### src/rtl/battleship_game_fsm.sv
// battleship_game_fsm
//
// Top-level game sequencer for the battleship VGA design. It walks the player
// through ship placement one ship length at a time, then hands off to the PC
// board generator. After that it alternates player and PC turns and tracks
// the unsunk cells on both boards to declare a win or a loss.
//
// Optional feature macro: TURN_TIMER_EN
//   defined   -> a per-turn counter forfeits the player's turn after
//                TURN_CYCLES clocks without a resolved shot (turn_timeout pulse)
//   undefined -> no counter is built, turn_timeout is tied low and the player
//                turn waits indefinitely for shot_valid
//
// Parameters:
//   TURN_CYCLES  player-turn timeout length in clk cycles
//   MAX_SHIPS    largest ship length / maximum ship count (5x5 board)
//
// Ports:
//   clk                     system clock, rising edge
//   rst                     synchronous active-low reset
//   start_btn               level, rising edge starts / restarts the game
//   ships_to_place [2:0]    ship count, sampled on the start edge in IDLE
//   confirm_placement       level, rising edge = one ship placed
//   placement_error         level, blocks confirm edges while high
//   pc_place_done           pulse, PC board generation finished
//   shot_valid              pulse, current side's shot is resolved
//   shot_hit                qualifies shot_valid (1 = hit)
//   colocation_ships_State  high in PLACE
//   initial_ships_count     length of the ship currently being placed
//   pc_place_req            high in PC_PLACE
//   player_turn             high in PLAYER_TURN
//   pc_turn                 high in PC_TURN
//   game_won                high in WIN
//   game_lost               high in LOSE
//   turn_timeout            one-cycle pulse when the player forfeits a turn
//   player_cells_left [3:0] unsunk cells on the player board
//   pc_cells_left [3:0]     unsunk cells on the PC board

module battleship_game_fsm #(
  parameter int TURN_CYCLES = 750_000_000,
  parameter int MAX_SHIPS   = 5
) (
  input  logic       clk,
  input  logic       rst,
  input  logic       start_btn,
  input  logic [2:0] ships_to_place,
  input  logic       confirm_placement,
  input  logic       placement_error,
  input  logic       pc_place_done,
  input  logic       shot_valid,
  input  logic       shot_hit,
  output logic       colocation_ships_State,
  output logic [2:0] initial_ships_count,
  output logic       pc_place_req,
  output logic       player_turn,
  output logic       pc_turn,
  output logic       game_won,
  output logic       game_lost,
  output logic       turn_timeout,
  output logic [3:0] player_cells_left,
  output logic [3:0] pc_cells_left
);

  typedef enum logic [2:0] {
    S_IDLE,
    S_PLACE,
    S_PC_PLACE,
    S_PLAYER_TURN,
    S_PC_TURN,
    S_WIN,
    S_LOSE
  } state_t;

  localparam logic [2:0] MAX_N = 3'(MAX_SHIPS);

  state_t     r_state;
  state_t     w_nextState;
  logic       r_startPrev;
  logic       r_confirmPrev;
  logic [2:0] r_shipCount;
  logic [2:0] w_shipCount;
  logic [3:0] r_playerCells;
  logic [3:0] w_playerCells;
  logic [3:0] r_pcCells;
  logic [3:0] w_pcCells;
  logic [2:0] w_shipsClamped;
  logic [3:0] w_totalCells;
  logic       w_startEdge;
  logic       w_confirmEdge;

`ifdef TURN_TIMER_EN
  // Guard against a zero-width counter for degenerate TURN_CYCLES values.
  localparam int CW = (TURN_CYCLES > 1) ? $clog2(TURN_CYCLES) : 1;
  localparam logic [CW-1:0] TERM_COUNT = CW'(TURN_CYCLES - 1);

  logic [CW-1:0] r_turnCnt;
  logic [CW-1:0] w_turnCnt;
  logic          r_turnTimeout;
  logic          w_turnTimeout;
`endif

  assign w_startEdge   = start_btn & ~r_startPrev;
  assign w_confirmEdge = confirm_placement & ~r_confirmPrev;

  // Clamp the requested ship count into 1..MAX_SHIPS and look up the total
  // number of occupied cells n(n+1)/2 (ships of length n, n-1, ..., 1).
  always_comb begin
    w_shipsClamped = ships_to_place;
    if (ships_to_place == 3'd0) begin
      w_shipsClamped = 3'd1;
    end else if (ships_to_place > MAX_N) begin
      w_shipsClamped = MAX_N;
    end

    w_totalCells = 4'd15;
    case (w_shipsClamped)
      3'd1:    w_totalCells = 4'd1;
      3'd2:    w_totalCells = 4'd3;
      3'd3:    w_totalCells = 4'd6;
      3'd4:    w_totalCells = 4'd10;
      default: w_totalCells = 4'd15;
    endcase
  end

  // Next-state and datapath update. Shots only count in the turn states; a
  // hit against an already-empty board is treated like a miss so the counts
  // can never wrap.
  always_comb begin
    w_nextState   = r_state;
    w_shipCount   = r_shipCount;
    w_playerCells = r_playerCells;
    w_pcCells     = r_pcCells;
`ifdef TURN_TIMER_EN
    w_turnTimeout = 1'b0;
    // Counter runs only while in PLAYER_TURN; any other state holds it at 0,
    // so every entry into PLAYER_TURN starts from a cleared count.
    w_turnCnt     = (r_state == S_PLAYER_TURN) ? r_turnCnt + CW'(1) : '0;
`endif

    case (r_state)
      S_IDLE: begin
        if (w_startEdge) begin
          w_shipCount   = w_shipsClamped;
          w_playerCells = w_totalCells;
          w_pcCells     = w_totalCells;
          w_nextState   = S_PLACE;
        end
      end

      S_PLACE: begin
        if (w_confirmEdge && !placement_error) begin
          if (r_shipCount > 3'd1) begin
            w_shipCount = r_shipCount - 3'd1;
          end else begin
            w_shipCount = 3'd0;
            w_nextState = S_PC_PLACE;
          end
        end
      end

      S_PC_PLACE: begin
        if (pc_place_done) begin
          w_nextState = S_PLAYER_TURN;
        end
      end

      S_PLAYER_TURN: begin
        if (shot_valid) begin
          if (shot_hit && (r_pcCells != 4'd0)) begin
            w_pcCells   = r_pcCells - 4'd1;
            w_nextState = (r_pcCells == 4'd1) ? S_WIN : S_PC_TURN;
          end else begin
            w_nextState = S_PC_TURN;
          end
        end
`ifdef TURN_TIMER_EN
        else if (r_turnCnt == TERM_COUNT) begin
          w_nextState   = S_PC_TURN;
          w_turnTimeout = 1'b1;
        end
`endif
      end

      S_PC_TURN: begin
        if (shot_valid) begin
          if (shot_hit && (r_playerCells != 4'd0)) begin
            w_playerCells = r_playerCells - 4'd1;
            w_nextState   = (r_playerCells == 4'd1) ? S_LOSE : S_PLAYER_TURN;
          end else begin
            w_nextState = S_PLAYER_TURN;
          end
        end
      end

      S_WIN, S_LOSE: begin
        if (w_startEdge) begin
          w_nextState = S_IDLE;
        end
      end

      default: w_nextState = S_IDLE;
    endcase
  end

  // State and datapath registers. The edge-detect history registers track
  // their inputs every cycle regardless of state.
  always_ff @(posedge clk) begin
    if (!rst) begin
      r_state       <= S_IDLE;
      r_startPrev   <= 1'b0;
      r_confirmPrev <= 1'b0;
      r_shipCount   <= 3'd0;
      r_playerCells <= 4'd0;
      r_pcCells     <= 4'd0;
`ifdef TURN_TIMER_EN
      r_turnCnt     <= '0;
      r_turnTimeout <= 1'b0;
`endif
    end else begin
      r_state       <= w_nextState;
      r_startPrev   <= start_btn;
      r_confirmPrev <= confirm_placement;
      r_shipCount   <= w_shipCount;
      r_playerCells <= w_playerCells;
      r_pcCells     <= w_pcCells;
`ifdef TURN_TIMER_EN
      r_turnCnt     <= w_turnCnt;
      r_turnTimeout <= w_turnTimeout;
`endif
    end
  end

  assign colocation_ships_State = (r_state == S_PLACE);
  assign pc_place_req           = (r_state == S_PC_PLACE);
  assign player_turn            = (r_state == S_PLAYER_TURN);
  assign pc_turn                = (r_state == S_PC_TURN);
  assign game_won               = (r_state == S_WIN);
  assign game_lost              = (r_state == S_LOSE);
  assign initial_ships_count    = r_shipCount;
  assign player_cells_left      = r_playerCells;
  assign pc_cells_left          = r_pcCells;

`ifdef TURN_TIMER_EN
  assign turn_timeout = r_turnTimeout;
`else
  assign turn_timeout = 1'b0;
`endif

endmodule

### config.mk
export PLATFORM = sky130hd
export DESIGN_NAME = battleship_game_fsm
export DESIGN_NICKNAME = d
export VERILOG_FILES = /design/src/rtl/battleship_game_fsm.sv
export SDC_FILE = /design/constraint.sdc
export NUM_CORES = 1
export LEC_CHECK = 0
export BUFFER_PORTS_ARGS = -buffer_cell sky130_fd_sc_hd__buf_2
export CORE_UTILIZATION = 53
export DETAILED_ROUTE_END_ITERATION = 7
export PLACE_DENSITY_LB_ADDON = 0.12
export SYNTH_ARGS = -nofsm -noshare
export SYNTH_HDL_FRONTEND = slang
export SYNTH_SLANG_ARGS = --single-unit
### constraint.sdc
create_clock -name clk -period 2.2 [get_ports clk]
set_clock_uncertainty 0.1 [all_clocks]
set_input_delay 0.11 -clock clk [delete_from_list [all_inputs] [get_ports clk]]
set_output_delay 0.11 -clock clk [all_outputs]
set_load 0.03 [all_outputs]
; Word-level counts from Yosys, hierarchy flattened
; Cells that the tools add are included.
; W data, S select, Z words.
[word_totals]
out_inout_bits = 18
regBits = 16
input_bits = 11
wordCells = 78
[op_classes]
reduce_logical = 16
n_bitwise = 4
muxes = 26
eq_ne = 21
add_sub_neg = 3
magnitude_cmp = 2
[op_table]
columns = operator, count
row1 = $mux W3, 14
row2 = $mux W4, 5
row3 = $pmux W3 S6, 1
row4 = $pmux W4 S2, 2
row5 = $pmux W4 S4, 1
row6 = $eq A3 B2 Y1 const B, 4
row7 = $eq A3 B3 Y1 const B, 4
row8 = $ne A2 B2 Y1 const B, 6
row9 = $eq A4 B1 Y1 const B, 2
row10 = $reduce_and A4 Y1, 2
row11 = $reduce_bool A4 Y1, 2
row12 = $sub A4 B1 Y4 const B, 2
row13 = $reduce_and A7 Y1, 1
row14 = $eq A3 B1 Y1 const B, 2
row15 = $logic_not A3 Y1, 2
row16 = $ne A2 B1 Y1 const B, 3
row17 = $pmux W3 S2, 1
row18 = $reduce_bool A2 Y1, 3
row19 = $gt A3 B1 Y1 const B, 1
row20 = $gt A3 B3 Y1 const B, 1
row21 = $logic_and A1 B1 Y1, 3
row22 = $reduce_and A3 Y1, 1
row23 = $sub A3 B1 Y3 const B, 1
row24 = $and A1 B1 Y1, 2
row25 = 4 further kinds, 6

; Longest topological paths before layout
[depth]
ltp_word = 7
mapped_depth = 6
depth_no_buf = 6

; Worst setup path after synthesis
; OpenSTA, ideal clock, no wires.
[synth_timing]
kind = reg2reg
from = register r_playerCells[0], in the netlist player_cells_left[0]
to = register r_playerCells[0], in the netlist player_cells_left[0]
arrival_time_ns = 1.814
stages_incl_launch_ff = 7
setup_slack_ns = 0.213
setup_time_ns = 0.073
period_less_slack_ns = 1.987
n_path_buf = 0
path_cell_list = dfxtp_1 inv_1 ha_1 nor3b_1 or4b_1 a21bo_2 a21oi_1
[synth_via]
elab_chain_cells = 4
word_cells_on_any_way = 8
classes_between = add/sub (1) / eq/ne (1) / mux (3) / reduce/logical (3)
[synth_rtl]
columns = element, line
row1 = from (decl), 82  ; logic [3:0] r_playerCells;
row2 = from (signal assigned), 224  ; r_playerCells <= w_playerCells;
row3 = $sub A4 B1 Y4 or $reduce_bool A4 Y1 (tied branches), "187, 186"
row4 = $mux W4 or $logic_and A1 B1 Y1 (tied branches), 186  ; if (shot_hit && (r_playerCells != 4'd0)) begin
row5 = $mux W4 or $ne A2 B1 Y1 (tied branches), -
row6 = $pmux W4 S2 or $reduce_and A4 Y1 (tied branches), -
; Parallel ways exist; a longest one is shown, timed or not. The select of a mux whose other input is x is not followed.
; A chain may end at the register's enable or synchronous reset.

; Worst setup path after layout
[layout_timing]
from = register r_state[0]
to = output colocation_ships_State
[layout_via]
elab_chain_cells = 1
[layout_rtl]
columns = element, line
row1 = from (decl), 76  ; state_t r_state;
row2 = from (signal assigned), 220  ; r_state <= w_nextState;
row3 = $eq A3 B1 Y1, 233  ; assign colocation_ships_State = (r_state == S_PLACE);
row4 = to (decl), 52  ; output logic colocation_ships_State,
; No other way between the ends.

==> summary.txt <==
Outcome
  – Status: complete, no violations

Routing
  – Routed vias: 1,309
  – Met2 WL: 1480 um
  – Drt total wl: 3280 um
  – Met3 wire length: 189 um
  – WL per Instance: 14.8 um
  – DRC: 0
  – Detailed Routing Iterations Pass 1: 4
  – Drt via density: 5.90
  – Met1 Routed Length: 1590 um
  – Routed Antenna Nets: 0
  – Highest routed layer: met4
  – DRT iter0 DRCs: 62

Floorplan
  – Core ar.: 0.00225 sq mm
  – Die height: 51.4 um
  – I/O Pins: 29
  – Starting density of the core: 57.3%
  – Num rows: 17
  – Die Wd: 51.4 um
  – Die area: 0.00264 sq mm

Logic synthesis
  – Synth Flop Type: dfxtp_1
  – Sequential area share after synthesis: 24.8%
  – Synthesized flop and latch total: 16
  – Largest family of logic cells by synthesized area: simple AND/OR/NAND/NOR gates
  – Post-synth EDFFs: 0
  – Compound-Gate Fraction of Synth Area: 25.8%
  – Syn_nets: 181
  – Multiplexer share of the synthesized area: 5.81%
  – Area share of fa/ha/maj cells after synthesis: 7.36%
  – XOR/XNOR Fraction of Synth Area: 0.678%
  – Post-synthesis cell count: 164
  – Cell area after synthesis: 0.00129 sq mm
  – Post-synthesis cell type count: 55
  – Avg Cell Area, Syn: 7.88 sq um
  – Synth Area in Simple Gates: 28.9%
  – Synth Warn #: 0
  – FFs w/ async S/R, synth: 0%

STA
  – Final setup fails: 0
  – TNS Setup: 0 ns
  – Highest clock rate: 507 MHz
  – Hold Fails Final Rpt: 0
  – RSZ-0062 raised after global routing: no
  – Slew headroom: 63.5%
  – Final min period: 1.97 ns
  – Final worst-path cycle share: 89.7%
  – Pins Over Slew Limit: 0
  – Tightest Pin Transition: 0.541 ns

Worst hold path
  – Worst Hold Path EP: initial_ships_count[1]$_SDFFE_PN0P_
  – Hold WC Path Type: in -> reg
  – Hold depth: 2
  – Worst hold start: rst

Global route
  – GRT overflow: 0
  – First-pass GRT wire length: 5480 um
  – Largest net degree at the start of global routing: 15
  – Number of global-route vias before repair: 1,161
  – Antenna violations before repair: 0
  – GRT Total Usage: 28.2%

Worst setup path
  – Register-to-register setup slack: 0.27 ns
  – Max incr delay on CP: 0.59 ns
  – Worst r2r dst: pc_cells_left[0]$_SDFFE_PN0P_
  – Crit path cell chain: or3b_2 > inv_1 > buf_2
  – WP data required: 1.99 ns
  – Critical path class: reg -> out
  – Startpoint Class: register
  – Slowest cell on the critical path: dfxtp_1
  – Endpoint type of the worst setup path: output port
  – Reg2reg path depth: 4
  – Worst Path Max Fanout: 14
  – Reg2reg start: r_state[0]$_SDFFE_PN0P_
  – Worst path arrival time: 1.76 ns

Final layout
  – Area growth, synth to finish: 16.7%
  – Nets: 213
  – Non-filler instance count after layout: 222
  – Fin util: 66.9%
  – Layout cells sized above 1: 25.8%
  – Ant diodes: 0

Placed design
  – Port Buf Inserts: 27
  – HPWL after DPL: 2460 um
  – # placed instances: 217
  – RePlAce Congestion: 0.869

Clock network
  – Clock-pin transition on the worst setup and hold timing paths: 0.10 ns
  – H-tree depth: 1
  – CTS sink cnt: 16
  – Clock Path Buffers: 2
  – CTS tree: done
  – Clock root buffer: clkbuf_4
  – Worst skew pair latency: 0.29 ns
  – Number of buffers created by CTS: 3

Power
  – Pwr dens: 569 mW/mm^2
  – Peak supply drop: 0.399 mV
  – LEAKAGE: 0.000653 uW

Flow run
  – Max Cap Viol: 0
-- how the worst max path moves through the flow --
stage                                                 start                                end  slack (ns)  cells after the start
after floorplan           player_cells_left[0]$_SDFFE_PN0P_  player_cells_left[0]$_SDFFE_PN0P_        0.21                      6
after global placement              r_state[0]$_SDFFE_PN0P_      pc_cells_left[0]$_SDFFE_PN0P_        0.35                      4
after detailed placement            r_state[0]$_SDFFE_PN0P_      pc_cells_left[0]$_SDFFE_PN0P_        0.32                      4
after CTS                           r_state[0]$_SDFFE_PN0P_             colocation_ships_State        0.24                      3
after global routing                r_state[0]$_SDFFE_PN0P_             colocation_ships_State        0.15                      3
final                               r_state[0]$_SDFFE_PN0P_             colocation_ships_State        0.23                      3
-- layout by cell type (no fill, tap or decap), types with 2 or more instances in the layout --
cell,n
nand3_1,4
nor3_1,3
maj3_1,2
nand2_1,11
dlygate4sd3_1,2
inv_1,11
buf_2,27
a211oi_1,3
ha_1,6
clkbuf_4,3
a31oi_1,2
and2_1,5
buf_4,5
or3b_2,4
dfxtp_1,16
and4bb_2,2
nor3b_1,4
a21oi_1,10
nor2_1,11
mux2_2,4
nand2b_1,2
mux2i_1,3
nor4_1,2
nor2b_1,4
nand4b_1,2
o21ai_0,16
-- per-stage QoR --
| step | instance area, sq um | total power (uW) | hold WS (ns) | setup WS, ns |
|---|---|---|---|---|
| after floorplan | 1290 | 602 | 0.132 | 0.213 |
| after global placement | 1470 | 684 | 0.226 | 0.348 |
| after detailed placement | 1470 | 694 | 0.236 | 0.319 |
| after CTS | 1510 | 854 | 0.0500 | 0.245 |
| after global routing | 1510 | 914 | 0.0488 | 0.152 |
| final | 1510 | 858 | 0.0485 | 0.227 |
-- worst max-delay path, delay by kind of cell, from the launching register on --
family	cells	cell delay, ns
AND/OR/NAND/NOR	1	0.56
flip-flops	1	0.59
buffers and inverters	2	0.32
-- synthesized netlist by cell type, drive strengths merged, types with 2 or more instances --
cell	n	area share, %
and4bb	2	1.9
nand2b	2	0.97
nor2	11	3.2
nor2b	4	1.9
buf	4	1.7
nor4	2	0.97
nor3b	4	2.3
or4b	2	1.8
mux2i	3	2.3
nand2	11	3.2
nor3	3	1.2
dfxtp	16	25
ha	6	5.8
o21ai	17	6.6
clkbuf	3	0.87
and2	5	2.4
a21oi	10	3.9
maj3	2	1.5
nand3	4	1.5
a31oi	2	0.97
mux2	4	3.5
or3b	4	2.7
nand4b	2	1.4
inv	12	3.5
a211oi	4	3.3
-- timing repair --
| item | 4_1_cts | 5_1_grt |
|---|---|---|
| setup endpoints to repair | 0 | 0 |
| gates resized for setup | 0 | 0 |
| hold buffers | 2 | 0 |
| setup buffers | 0 | 0 |
| endpoints found under the hold margin | 2 | 0 |
-- area by class of cell --
cell class              instances  area (sq um)
well taps                      28          35.0
repair buffers                 34           193
clock buffers                   3          22.5
inverters                      13          48.8
flip-flops and latches         16           320
multi-input cells             128           890
fillers                       214           746
-- kinds of logic (layout without fill, tap and decap cells) --
logic type / count (synthesis) / in the layout
AO/OA/AOI/OAI: 49 / 49
XOR/XNOR: 1 / 1
adder cells (fa/ha/maj): 8 / 8
buffers and inverters: 20 / 50
flip-flops: 16 / 16
multiplexers: 7 / 7
other: 1 / 1
AND/OR/NAND/NOR: 62 / 62
-- where the power goes --
group	leakage, uW	internal, uW	switching, uW
Sequential	0.000132	316	35.8
Clock	0.0000138	63.7	98.5
Combinational	0.000507	142	202
-- metal layers --
| metal | up-vias | GRT usage (%) |
|---|---|---|
| li1 | 662 | - |
| met1 | 597 | 39.6 |
| met2 | 48 | 43.3 |
| met3 | 2 | 3.57 |
| met4 | 0 | 10.8 |
| met5 | - | 0 |
-- registers in the layout, indices dropped and copies added, names as in the netlist --
name,cells
pc_cells_left,4
player_cells_left,4
initial_ships_count,3
r_state,3
r_confirmPrev,1
r_startPrev,1
Power figures use the tool's default switching activity.
